<file path="src/rtl/digit_scan_scheduler_pkg.sv">
// Shared types, constants and helpers for the six-digit display scan scheduler.
package digit_scan_pkg;

    typedef enum logic {
        BLANK = 1'b0,
        SHOW  = 1'b1
    } scan_state_t;

    localparam int NUM_DIGITS = 6;
    localparam int DIGIT_W    = 4;
    localparam int SNAP_W     = NUM_DIGITS * DIGIT_W;
    localparam int IDX_W      = 3;

    localparam logic [IDX_W-1:0] LAST_IDX = IDX_W'(NUM_DIGITS - 1);

    // Digit 0 is the leftmost nibble [23:20]; digit 5 is [3:0].
    function automatic logic [DIGIT_W-1:0] digit_nibble(input logic [SNAP_W-1:0] snapshot,
                                                        input logic [IDX_W-1:0]  idx);
        if (int'(idx) >= NUM_DIGITS) begin
            return '0;
        end
        return snapshot[(SNAP_W - 1) - DIGIT_W * int'(idx) -: DIGIT_W];
    endfunction

    // One-hot-low select: bit idx low, all others high.
    function automatic logic [NUM_DIGITS-1:0] digit_select_n(input logic [IDX_W-1:0] idx);
        return ~(NUM_DIGITS'(1) << idx);
    endfunction

endpackage

</file>
<file path="src/rtl/digit_scan_scheduler_if.sv">
// Bus between the timekeeping/setting logic, the scan scheduler and the digit drivers.
interface digit_scan_scheduler_if;
    import digit_scan_pkg::*;

    logic                  en;
    logic [SNAP_W-1:0]     number_sig;
    logic [NUM_DIGITS-1:0] blink_mask;
    logic [NUM_DIGITS-1:0] dig_sel_n;
    logic [DIGIT_W-1:0]    number_data;
    logic                  frame_start;

    // Driver side: supplies the time word and controls, observes the display outputs.
    modport master (
        output en, number_sig, blink_mask,
        input  dig_sel_n, number_data, frame_start
    );

    // Scheduler side.
    modport slave (
        input  en, number_sig, blink_mask,
        output dig_sel_n, number_data, frame_start
    );

endinterface

</file>
<file path="src/rtl/digit_scan_scheduler_interval_counter.sv">
// Up-counter with a selectable terminal value; wraps to zero on terminal count.
module interval_counter #(
    parameter int WIDTH = 1
) (
    input  logic             clk,
    input  logic             rst_n,
    input  logic             i_clear,
    input  logic             i_enable,
    input  logic [WIDTH-1:0] i_last,
    output logic [WIDTH-1:0] o_count,
    output logic             o_tc
);

    logic [WIDTH-1:0] r_count;

    assign o_tc    = (r_count == i_last);
    assign o_count = r_count;

    // Count up while enabled; terminal count or an explicit clear returns to zero.
    // NOTE: state registers use non-blocking assignments so every flop samples pre-edge values.
    always_ff @(posedge clk or negedge rst_n) begin
        if (!rst_n) begin
            r_count <= '0;
        end else if (i_clear) begin
            r_count <= '0;
        end else if (i_enable) begin
            if (o_tc) begin
                r_count <= '0;
            end else begin
                r_count <= r_count + WIDTH'(1);
            end
        end
    end

endmodule

</file>
<file path="src/rtl/digit_scan_scheduler.sv">
// Time-multiplexed scan of the six-digit BCD display with dead-time and blinking.
module digit_scan_scheduler
    import digit_scan_pkg::*;
#(
    parameter int DWELL_CYCLES = 50000,
    parameter int BLANK_CYCLES = 500,
    parameter int BLINK_FRAMES = 64
) (
    input  logic                  clk,
    input  logic                  rst_n,
    digit_scan_scheduler_if.slave bus
);

    localparam int MAX_IV = (DWELL_CYCLES > BLANK_CYCLES) ? DWELL_CYCLES : BLANK_CYCLES;
    localparam int CNT_W  = (MAX_IV > 1) ? $clog2(MAX_IV) : 1;
    localparam int FC_W   = (BLINK_FRAMES > 1) ? $clog2(BLINK_FRAMES) : 1;

    localparam logic [CNT_W-1:0] BLANK_LAST = CNT_W'(BLANK_CYCLES - 1);
    localparam logic [CNT_W-1:0] DWELL_LAST = CNT_W'(DWELL_CYCLES - 1);
    localparam logic [FC_W-1:0]  FRAME_LAST = FC_W'(BLINK_FRAMES - 1);

    scan_state_t           r_state;
    logic [IDX_W-1:0]      r_idx;
    logic [SNAP_W-1:0]     r_snapshot;
    logic [NUM_DIGITS-1:0] r_mask;
    logic [FC_W-1:0]       r_frame_cnt;
    logic                  r_blink_phase;
    logic [NUM_DIGITS-1:0] r_dig_sel_n;
    logic [DIGIT_W-1:0]    r_number_data;
    logic                  r_frame_start;

    logic [CNT_W-1:0]      w_cnt;
    logic                  w_tc;
    logic [CNT_W-1:0]      w_last;
    logic                  w_origin;
    logic                  w_run;
    logic                  w_clear;

    scan_state_t           w_next_state;
    logic [IDX_W-1:0]      w_next_idx;
    logic [SNAP_W-1:0]     w_next_snapshot;
    logic [NUM_DIGITS-1:0] w_next_mask;
    logic [FC_W-1:0]       w_next_frame_cnt;
    logic                  w_next_phase;
    logic                  w_frame_wrap;
    logic                  w_next_hidden;
    logic                  w_next_frame_start;

    // Origin of the frame: first BLANK cycle of digit 0. After reset or a disable the
    // scan parks here for one cycle so the frame_start register can announce the frame.
    assign w_origin = (r_state == BLANK) && (r_idx == '0) && (w_cnt == '0);
    assign w_run    = bus.en && !(w_origin && !r_frame_start);
    assign w_clear  = !bus.en;
    assign w_last   = (r_state == BLANK) ? BLANK_LAST : DWELL_LAST;

    interval_counter #(
        .WIDTH (CNT_W)
    ) u_interval_counter (
        .clk      (clk),
        .rst_n    (rst_n),
        .i_clear  (w_clear),
        .i_enable (w_run),
        .i_last   (w_last),
        .o_count  (w_cnt),
        .o_tc     (w_tc)
    );

    // Next-state, snapshot capture and frame/blink divider, evaluated for the coming edge.
    always_comb begin
        // NOTE: every signal gets a default first so no path leaves it unassigned (no latch).
        w_next_state     = r_state;
        w_next_idx       = r_idx;
        w_next_snapshot  = r_snapshot;
        w_next_mask      = r_mask;
        w_next_frame_cnt = r_frame_cnt;
        w_next_phase     = r_blink_phase;
        w_frame_wrap     = 1'b0;

        if (!bus.en) begin
            w_next_state = BLANK;
            w_next_idx   = '0;
        end else if (w_run) begin
            if (w_origin) begin
                w_next_snapshot = bus.number_sig;
                w_next_mask     = bus.blink_mask;
            end
            if (w_tc) begin
                if (r_state == BLANK) begin
                    w_next_state = SHOW;
                end else begin
                    w_next_state = BLANK;
                    if (r_idx == LAST_IDX) begin
                        w_next_idx   = '0;
                        w_frame_wrap = 1'b1;
                        if (r_frame_cnt == FRAME_LAST) begin
                            w_next_frame_cnt = '0;
                            w_next_phase     = ~r_blink_phase;
                        end else begin
                            w_next_frame_cnt = r_frame_cnt + FC_W'(1);
                        end
                    end else begin
                        w_next_idx = r_idx + IDX_W'(1);
                    end
                end
            end
        end

        w_next_hidden      = w_next_mask[LAST_IDX - w_next_idx] && w_next_phase;
        w_next_frame_start = bus.en && (w_frame_wrap || (w_origin && !r_frame_start));
    end

    // Scan FSM with registered display outputs derived from the next state.
    always_ff @(posedge clk or negedge rst_n) begin
        if (!rst_n) begin
            r_state       <= BLANK;
            r_idx         <= '0;
            r_snapshot    <= '0;
            r_mask        <= '0;
            r_frame_cnt   <= '0;
            r_blink_phase <= 1'b0;
            r_dig_sel_n   <= '1;
            r_number_data <= '0;
            r_frame_start <= 1'b0;
        end else begin
            r_state       <= w_next_state;
            r_idx         <= w_next_idx;
            r_snapshot    <= w_next_snapshot;
            r_mask        <= w_next_mask;
            r_frame_cnt   <= w_next_frame_cnt;
            r_blink_phase <= w_next_phase;
            r_frame_start <= w_next_frame_start;
            r_number_data <= digit_nibble(w_next_snapshot, w_next_idx);
            if ((w_next_state == SHOW) && !w_next_hidden) begin
                r_dig_sel_n <= digit_select_n(w_next_idx);
            end else begin
                r_dig_sel_n <= '1;
            end
        end
    end

    assign bus.dig_sel_n   = r_dig_sel_n;
    assign bus.number_data = r_number_data;
    assign bus.frame_start = r_frame_start;

endmodule

</file>
<file path="src/flat_wrapper.sv">
// flat-port wrapper written by rule: the top's interface ports become plain ports
module digit_scan_scheduler_flat import digit_scan_pkg::*;
#(
    parameter int DWELL_CYCLES = 50000,
    parameter int BLANK_CYCLES = 500,
    parameter int BLINK_FRAMES = 64
)
  (clk, rst_n, bus_en, bus_number_sig, bus_blink_mask, bus_dig_sel_n, bus_number_data, bus_frame_start);
  digit_scan_scheduler_if bus_i ();
  input  logic clk;
  input  logic rst_n;
  input wire logic [$bits(bus_i.en)-1:0] bus_en;
  input wire logic [$bits(bus_i.number_sig)-1:0] bus_number_sig;
  input wire logic [$bits(bus_i.blink_mask)-1:0] bus_blink_mask;
  output wire logic [$bits(bus_i.dig_sel_n)-1:0] bus_dig_sel_n;
  output wire logic [$bits(bus_i.number_data)-1:0] bus_number_data;
  output wire logic [$bits(bus_i.frame_start)-1:0] bus_frame_start;
  assign bus_i.en = bus_en;
  assign bus_i.number_sig = bus_number_sig;
  assign bus_i.blink_mask = bus_blink_mask;
  assign bus_dig_sel_n = bus_i.dig_sel_n;
  assign bus_number_data = bus_i.number_data;
  assign bus_frame_start = bus_i.frame_start;
  digit_scan_scheduler #(.DWELL_CYCLES(DWELL_CYCLES), .BLANK_CYCLES(BLANK_CYCLES), .BLINK_FRAMES(BLINK_FRAMES)) u_core (.clk(clk), .rst_n(rst_n), .bus(bus_i));
endmodule
</file>
<file path="config.mk">
export PLATFORM = sky130hd
export DESIGN_NAME = digit_scan_scheduler_flat
export DESIGN_NICKNAME = d
export VERILOG_FILES = /design/src/rtl/digit_scan_scheduler_pkg.sv /design/src/rtl/digit_scan_scheduler_if.sv /design/src/rtl/digit_scan_scheduler_interval_counter.sv /design/src/rtl/digit_scan_scheduler.sv /design/src/flat_wrapper.sv
export SDC_FILE = /design/constraint.sdc
export NUM_CORES = 1
export LEC_CHECK = 0
export ABC_AREA = 1
export CORE_MARGIN = 2
export CORE_UTILIZATION = 45
export DETAILED_ROUTE_END_ITERATION = 8
export MAX_ROUTING_LAYER = met4
export PLACE_DENSITY = 0.64
export SYNTH_ARGS = -nofsm -noshare
export SYNTH_HDL_FRONTEND = slang
export SYNTH_HIERARCHICAL = 1
export SYNTH_SLANG_ARGS = --single-unit
</file>
<file path="constraint.sdc">
create_clock -name clk -period 3.7 [get_ports clk]
set_input_delay 0.925 -clock clk [delete_from_list [all_inputs] [get_ports clk]]
set_output_delay 0.925 -clock clk [all_outputs]
set_load 0.05 [all_outputs]
</file>
==> flow_summary.json, run 1 <==
{
  "max_clock_freq_mhz": 322,
  "p_leak_nw": 2.35,
  "crit_fanout": 10,
  "place_congestion": 0.869,
  "end_kind": "flip-flop",
  "r2r_slack_ns": 0.60,
  "min_path_type": "reg2reg",
  "dp_hpwl_mm": 6.75,
  "postRouteAntennaNets": 0,
  "synth_edf_count": 0,
  "ys_seq_elements": 68,
  "yosys.area.top_type": "dfrtp_1",
  "synth_area_leaders": "dfrtp_1 (40%), nand2_1 (16%), nand3_1 (7.3%), inv_1 (6.7%), dfstp_2 (4.1%)",
  "via_count": 3550,
  "drc": 0,
  "grtUsageMet3_pct": 4.99,
  "cts_resized": 0,
  "layout_common_cells": "nand2_1 (164), inv_1 (69), dfrtp_1 (62)",
  "peakVddDrop_mv": 0.285,
  "r2r_start": "u_core/u_interval_counter/o_count[0]",
  "routed_wl_mm": 9.25,
  "cts_tree": "built",
  "drive_gt1_share_pct": 9.92,
  "synth.avg_cell_area_sq_um": 7.25,
  "startpoint_type": "flip-flop",
  "cts_sinks": 68,
  "start_util_pct": 46.8,
  "status": "complete, no violations",
  "clock_path_buffers": 2,
  "yosys.area.top_type_share_pct": 39.9,
  "grt_pass1_vias": 3314,
  "fin_nets": 637,
  "globalRouteMet2Util_pct": 29.4,
  "slew-limit-headroom_pct": 44.1,
  "grt_antenna_before_repair": 0,
  "synth-seq-area-share_pct": 44.0,
  "grt_pass1_wl_mm": 15.9,
  "io_buffers": 43,
  "skew_ns": 0.0117,
  "synthesis.area_sq_um": 3890,
  "setup_violations": 0,
  "core_area_sq_um": 8300,
  "first_iter_violations": 211,
  "drv_cap": 0,
  "firstDrtPassIters": 6,
  "min_delay_path_depth": 2,
  "overflow": 0,
  "synth_ff_type": "dfrtp_1",
  "pin_count": 44,
  "layout_commonest_cell": "nand2_1",
  "hp-start": "u_core/r_snapshot[19]",
  "whs_ns": 0.471,
  "gr-usage-all-layers_pct": 21.4,
  "powerDensity_nw_per_um2": 497,
  "nFillCells": 791,
  "crit_type": "reg2reg",
  "min_to": "u_core/r_snapshot[19]",
  "finalHoldViolations": 0,
  "rr_endpoint": "u_core/bus.number_data[2]",
  "cp.required_ns": 3.97,
  "grt_use_met1_pct": 31.8,
  "p_sw_uw": 896,
  "final.min_clock_period_ns": 3.10,
  "worstSkewPairLatency_ns": 0.35,
  "grt_max_degree": 36,
  "cp.arrival_ns": 3.38,
  "ctsHoldBuffers": 0,
  "combPwrFrac_pct": 33.9,
  "clkTransAtPathRegs_ns": 0.08,
  "power.internal_mw": 1.43,
  "grt-busiest-layer": "met1",
  "tns_ns": 0,
  "yosysWarnings": 6,
  "postCtsSetupBuffers": 0,
  "die_h_um": 96.9,
  "numCtsBuffers": 9,
  "num_rows": 33,
  "synth_cell_types": 39,
  "synth_cells": 536,
  "asyncSetResetFlopFracSynth_pct": 100,
  "pwr-share-seq_pct": 42.2,
  "cts_max_level": 3,
  "fin_crit_sh_pct": 83.9,
  "rsz0062_at_grt": "no",
  "p_clk_share_pct": 23.9,
  "reg2reg_depth": 18,
  "fp.dieW_um": 96.9,
  "vias_per_cell": 5.00,
  "antennaDiodeCount": 0,
  "cts-root-buf": "clkbuf_8",
  "die_area_sq_um": 9400,
  "tightest_slew_ns": 0.834,
  "syn_to_final_growth_pct": 20.6,
  "post_drt_wl_per_cell_um": 13.0,
  "finalMaxSlewViolations": 0,
  "swShare_pct": 38.4
}
-- worst max path at each step --
stage | cells after the start | end | startpoint | slack [ns]
after CTS | 18 | u_core/bus.number_data[2] | u_core/u_interval_counter/o_count[0] | 0.62
final | 18 | u_core/bus.number_data[2] | u_core/u_interval_counter/o_count[0] | 0.60
after global routing | 18 | u_core/bus.number_data[2] | u_core/u_interval_counter/o_count[0] | 0.13
after floorplan | 18 | u_core/bus.number_data[0] | u_core/r_state | 1.01
after detailed placement | 10 | u_core/bus.number_data[2] | bus_en | 0.59
after global placement | 12 | u_core/bus.dig_sel_n[4] | bus_en | 0.71
-- critical path, cell delays in order, from the launching register on --
cell     delay, ns
dfrtp_1       0.47
nand2_1       0.08
inv_1         0.05
nor2_1        0.03
nor2_1        0.18
nand2_1       0.07
nor2_1        0.11
nand2_2       0.14
inv_1         0.12
nand2_2       0.11
inv_1         0.12
nand2_1       0.08
nand2_2       0.16
inv_1         0.12
ha_1          0.40
inv_1         0.15
nor2_1        0.29
nand3_1       0.14
a21oi_1       0.19
-- per-layer routing --
layer	vias up	wire length, um
li1	1829	-
met2	94	3890
met5	-	0
met3	9	421
met1	1618	4850
met4	0	92
-- logic make-up after synthesis --
logic type,share of synthesized area (%)
xor+xnor,2.00
compound gates,6.86
buf+inv,8.89
flops,44.0
fa+ha+maj,1.29
simple gates,36.8
other cells,0.193
-- final cells by class --
type                       instances  area [sq um]  share of cell area, %
timing repair buffer              53           500                   10.7
tap                              105           131                   2.80
clock inverter                     7          51.3                   1.09
multi-input combinational        392          1880                   40.2
clock buffer                       9           124                   2.64
sequential                        68          1710                   36.5
inverter                          76           285                   6.09
-- cell usage after synthesis, types with 6 or more instances --
cell and number:
nand2_1 164, inv_1 69, dfrtp_1 62, nand3_1 57
nor2_1 40, nand4_1 24, a21oi_1 15, o21ai_0 13
clkbuf_1 8, nor2_2 7, nor3_1 7, o21ai_1 7
buf_2 6, dfstp_2 6, inv_2 6
-- power groups by stage --
stage	Sequential, mW	Clock (mW)	Combinational [mW]
after floorplan	1.07	0	0.461
after global placement	0.991	0	0.771
after detailed placement	0.998	0	0.782
after CTS	0.984	0.575	0.789
after global routing	1.00	0.616	0.890
final	0.983	0.556	0.791
-- registers in the layout (all words and copies together), names as in the netlist --
signal                             cells
u_core/r_mask                          6
u_core/bus.frame_start                 1
u_core/r_blink_phase                   1
u_core/r_idx                           3
u_core/bus.dig_sel_n                   6
u_core/u_interval_counter/o_count     16
u_core/r_frame_cnt                     6
u_core/r_state                         1
u_core/bus.number_data                 4
u_core/r_snapshot                     24
-- through the flow --
stage,area [sq um],power [mW],worst slack [ns],cells,utilization [%]
after CTS,4690,2.35,0.623,710,56.5
after detailed placement,4510,1.78,0.587,694,54.3
after global placement,4510,1.76,0.710,694,54.3
final,4690,2.33,0.597,710,56.5
after global routing,4690,2.51,0.128,710,56.5
after floorplan,3940,1.53,1.01,550,-
(Power assumes the default switching activity.)
==> inputs of run 2 (changes only) <==
PLACE_DENSITY = 0.67   (was 0.64)
clock period = 2.69 ns   (was 3.7 ns; I/O delays follow)
==> flow_summary.json, run 2 (synthesis results as in run 1) <==
{
  "drv_cap": 0,
  "vias_per_cell": 4.97,
  "crit_fanout": 6,
  "gr-usage-all-layers_pct": 21.0,
  "routed_wl_mm": 9.36,
  "largest_register_ffs": 24,
  "layout_commonest_cell": "nand2_1",
  "antennaDiodeCount": 0,
  "clock_path_buffers": 2,
  "numCtsBuffers": 9,
  "p_total_mw": 3.33,
  "cp.arrival_ns": 2.77,
  "regMostFlops": "u_core/r_snapshot",
  "finalHoldViolations": 0,
  "reg2reg_depth": 20,
  "crit_type": "reg2reg",
  "setup_violations": 0,
  "layout_common_cells": "nand2_1 (164), inv_1 (64), dfrtp_1 (62)",
  "dp_hpwl_mm": 6.80,
  "fp.dieW_um": 96.9,
  "cts_tree": "built",
  "grt_max_degree": 69,
  "io_buffers": 43,
  "end_kind": "flip-flop",
  "r2r_start": "u_core/r_state",
  "cp-startpoint": "u_core/r_state",
  "firstDrtPassIters": 4,
  "cts_sinks": 68,
  "pin_count": 44,
  "die_h_um": 96.9,
  "max_clock_freq_mhz": 400,
  "num_rows": 33,
  "post_drt_wl_per_cell_um": 12.8,
  "skew_ns": 0.00840,
  "overflow": 0,
  "tns_ns": 0,
  "r2r_slack_ns": 0.19,
  "p_leak_nw": 2.48,
  "fin_crit_sh_pct": 92.9,
  "cts-root-buf": "clkbuf_8",
  "tightest_slew_ns": 0.512,
  "final.min_clock_period_ns": 2.50,
  "whs_ns": 0.356,
  "utilization_pct": 59.0,
  "core_area_sq_um": 8300,
  "peakVddDrop_mv": 0.546,
  "cp-endpoint": "u_core/bus.number_data[2]",
  "fin_nets": 658,
  "finalMaxSlewViolations": 0,
  "place_congestion": 0.934,
  "drive_gt1_share_pct": 14.1,
  "first_iter_violations": 167,
  "cp.required_ns": 2.96,
  "startpoint_type": "flip-flop",
  "grt_pass1_vias": 3358,
  "drc": 0,
  "grt_pass1_wl_mm": 15.9,
  "rr_endpoint": "u_core/bus.number_data[2]",
  "start_util_pct": 46.8,
  "clkTransAtPathRegs_ns": 0.08,
  "die_area_sq_um": 9400,
  "cts_max_level": 3,
  "powerDensity_nw_per_um2": 680,
  "slew-limit-headroom_pct": 65.7,
  "grt_antenna_before_repair": 0,
  "postRouteAntennaNets": 0,
  "syn_to_final_growth_pct": 26.0,
  "via_count": 3633,
  "min_path_type": "in2async",
  "worstSkewPairLatency_ns": 0.34,
  "status": "complete, no violations",
  "ctsHoldBuffers": 0
}
## run 2: changes by cell type in the layout (fill, tap and decap cells not counted), sizes merged
cell	before	now
buf	11	32
bufinv	0	1
clkinv	4	3
clkinvlp	2	3
inv	77	76
## run 2: final cells by class
type / count / area [sq um]
Clock inverter: 7 / 75.1
Inverter: 76 / 285
Multi-Input combinational cell: 392 / 1900
Sequential cell: 68 / 1710
Clock buffer: 9 / 124
Timing Repair Buffer: 74 / 672
Tap cell: 105 / 131
Fill cell: 766 / 3400
## run 2: where the power goes
group | internal, mW | switching [mW] | total, mW
combinational | 0.414 | 0.732 | 1.15
clock | 0.431 | 0.415 | 0.846
sequential | 1.26 | 0.0762 | 1.34
total | 2.11 | 1.22 | 3.33
## run 2: layer usage
| metal | vias up | routed length, um | GRT usage, % |
|---|---|---|---|
| li1 | 1873 | - | - |
| met1 | 1653 | 4760 | 31.0 |
| met2 | 97 | 4000 | 29.9 |
| met3 | 10 | 530 | 3.83 |
| met4 | 0 | 69 | 5.63 |
| met5 | - | 0 | - |
## run 2: critical path, cell delays in order (launching register included)
cell	delay, ns
dfrtp_1	0.41
buf_2	0.17
nand2_1	0.07
nand2_1	0.05
nor2_1	0.10
nand2_1	0.07
nor2_1	0.12
nand2_2	0.07
inv_2	0.08
nand2_4	0.08
inv_2	0.07
a31oi_1	0.07
nand2_1	0.11
inv_1	0.07
ha_1	0.31
inv_2	0.14
buf_4	0.13
nand3_1	0.08
nand2_1	0.07
nand2_1	0.05
a21oi_1	0.12
## run 2: repair_timing
action,CTS,global route
cloned,0,1
buffers inserted,0,5
gates resized for setup,1,10
endpoints found under the setup margin,1,10
## run 2: stage by stage
step / worst slack, ns / std cells / area [sq um]
floorplan: 0.00244 / 550 / 3940
global placement: 0.121 / 709 / 4640
detailed placement: -0.00336 / 709 / 4640
CTS: 0.0317 / 725 / 4840
global route: -0.00587 / 731 / 4900
finish: 0.191 / 731 / 4900
## run 2: worst min-delay path by stage
stage | startpoint | to | slack, ns | cells past startpoint
finish | rst_n | u_core/u_interval_counter/o_count[6] | 0.36 | 2
detailed placement | u_core/r_snapshot[23] | u_core/r_snapshot[23] | 0.45 | 2
global placement | u_core/r_snapshot[23] | u_core/r_snapshot[23] | 0.45 | 2
floorplan | rst_n | u_core/bus.frame_start | 0.38 | 0
global route | rst_n | u_core/u_interval_counter/o_count[7] | 0.36 | 2
CTS | rst_n | u_core/r_frame_cnt[4] | 0.36 | 2
==> inputs of run 3 (changes only) <==
CELL_PAD_IN_SITES_DETAIL_PLACEMENT = 0   (was unset)
CELL_PAD_IN_SITES_GLOBAL_PLACEMENT = 2   (was unset)
CORE_UTILIZATION = 29   (was 45)
PLACE_DENSITY = 0.74   (was 0.67)
RECOVER_POWER = 100   (was unset)
==> flow_summary.json, run 3 (synthesis results as in run 1) <==
{
  "overflow": 0,
  "dp_hpwl_mm": 7.64,
  "first_iter_violations": 164,
  "r2r_slack_ns": 0.20,
  "min_delay_path_depth": 2,
  "cp.required_ns": 2.95,
  "slew-limit-headroom_pct": -18.5,
  "skew_ns": 0.00703,
  "max_clock_freq_mhz": 402,
  "clock_path_buffers": 2,
  "setup_violations": 0,
  "io_buffers": 43,
  "pin_count": 44,
  "peakVddDrop_mv": 0.334,
  "worstSkewPairLatency_ns": 0.33,
  "postPlaceCellArea_sq_um": 4800,
  "num_rows": 42,
  "min_path_type": "reg2reg",
  "rsz0062_at_grt": "yes",
  "regMostFlops": "u_core/r_snapshot",
  "layout_common_cells": "nand2_1 (164), inv_1 (64), dfrtp_1 (62)",
  "cts-root-buf": "clkbuf_16",
  "die_area_sq_um": 14300,
  "cts_sinks": 68,
  "drc": 0,
  "rr_endpoint": "u_core/bus.number_data[3]",
  "cts_tree": "built",
  "largest_register_ffs": 24,
  "drv_cap": 1,
  "start_util_pct": 29.5,
  "grt_pass1_wl_mm": 17.9,
  "routed_wl_mm": 10.7,
  "utilization_pct": 39.8,
  "crit_fanout": 11,
  "grt_antenna_before_repair": 0,
  "hp-start": "u_core/r_snapshot[16]",
  "status": "finished with violations",
  "startpoint_type": "flip-flop",
  "place_congestion": 0.803,
  "drive_gt1_share_pct": 17.0,
  "grt_pass1_vias": 3579,
  "cp.arrival_ns": 2.75,
  "post_drt_wl_per_cell_um": 13.1,
  "reg2reg_depth": 20,
  "core_area_sq_um": 13200,
  "final.min_clock_period_ns": 2.49,
  "die_h_um": 120,
  "finalMaxSlewViolations": 69,
  "gr-usage-all-layers_pct": 16.2,
  "cts_max_level": 3,
  "finalHoldViolations": 0,
  "fin_nets": 673,
  "firstDrtPassIters": 5,
  "via_count": 3636,
  "fin_crit_sh_pct": 92.5,
  "p_total_mw": 3.67,
  "crit_type": "reg2reg",
  "min_to": "u_core/r_snapshot[16]",
  "end_kind": "flip-flop",
  "grt_max_degree": 69,
  "syn_to_final_growth_pct": 35.0,
  "violations": "capacitance limit, slew limit",
  "vias_per_cell": 4.45,
  "fp.dieW_um": 120,
  "fin_area_sq_um": 5250,
  "tightest_slew_ns": 1.78,
  "clkTransAtPathRegs_ns": 0.06,
  "layout_commonest_cell": "nand2_1",
  "numCtsBuffers": 9,
  "postRouteAntennaNets": 0,
  "r2r_start": "u_core/r_state",
  "antennaDiodeCount": 0,
  "p_leak_nw": 2.58,
  "powerDensity_nw_per_um2": 700
}
## run 3: changes by cell type in the layout (fill, tap and decap cells not counted), sizes merged
cell           previous run  this run
buf                      32        45
clkbuf                    9        12
clkdlybuf4s50            42        41
## run 3: worst max-delay path by stage
stage | cells after the start | end | startpoint | slack (ns)
5_1_grt | 17 | u_core/r_frame_cnt[5] | u_core/r_state | -0.03
3_3_place_gp | 19 | u_core/bus.number_data[0] | u_core/r_state | -0.04
3_5_place_dp | 19 | u_core/bus.number_data[2] | u_core/r_state | -0.08
4_1_cts | 19 | u_core/bus.number_data[2] | u_core/r_state | 0.04
2_1_floorplan | 18 | u_core/bus.number_data[0] | u_core/r_state | 0.002
6_report | 20 | u_core/bus.number_data[3] | u_core/r_state | 0.20
## run 3: where the power goes
group	switching (mW)	total (mW)	internal, mW
Sequential	0.0723	1.34	1.26
Combinational	0.719	1.13	0.413
Clock	0.484	1.20	0.721
## run 3: metal layers
metal / share of wire [%] / routed length (um) / GRT usage, %
met1: 52 / 5540 / 22.9
met4: 0.81 / 87 / 4.19
met2: 45 / 4790 / 24.0
met3: 3.0 / 319 / 2.90
met5: 0 / 0 / -
## run 3: area by class of cell
class                           count  area (sq um)
Fill cell                        1442          7950
Sequential cell                    68          1710
Inverter                           76           288
Tap cell                          176           220
Multi-Input combinational cell    392          1950
Clock inverter                      7          75.1
Timing Repair Buffer               89           782
Clock buffer                        9           225
## run 3: repair_timing
item	CTS	global route
gates resized for setup	2	24
pin swaps	0	5
cloned	0	1
hold buffers	0	0
buffers inserted	0	10
setup endpoints to repair	8	12
## run 3: critical path: stages (launching register included)
cell and delay (ns):
dfrtp_1 0.43, inv_2 0.14, inv_1 0.05, nand2_1 0.05, nand2_1 0.05, nor2_2 0.13
nand2_1 0.08, nor2_2 0.11, nand2_2 0.08, inv_2 0.07, nand2_2 0.09, buf_4 0.16
a21oi_1 0.15, o21ai_2 0.10, buf_6 0.14, buf_4 0.18, nand3_1 0.10, nand3_1 0.07
nand2_1 0.09, nand2_1 0.07, a21oi_1 0.11
## run 3: through the flow
| step | setup TNS (ns) | cells | setup WS (ns) | hold WS (ns) |
|---|---|---|---|---|
| CTS | 0 | 806 | 0.0427 | 0.379 |
| global placement | -0.122 | 790 | -0.0427 | 0.449 |
| finish | 0 | 817 | 0.202 | 0.467 |
| floorplan | 0 | 550 | 0.00244 | 0.377 |
| detailed placement | -0.215 | 790 | -0.0805 | 0.455 |
| global route | -0.100 | 817 | -0.0280 | 0.490 |
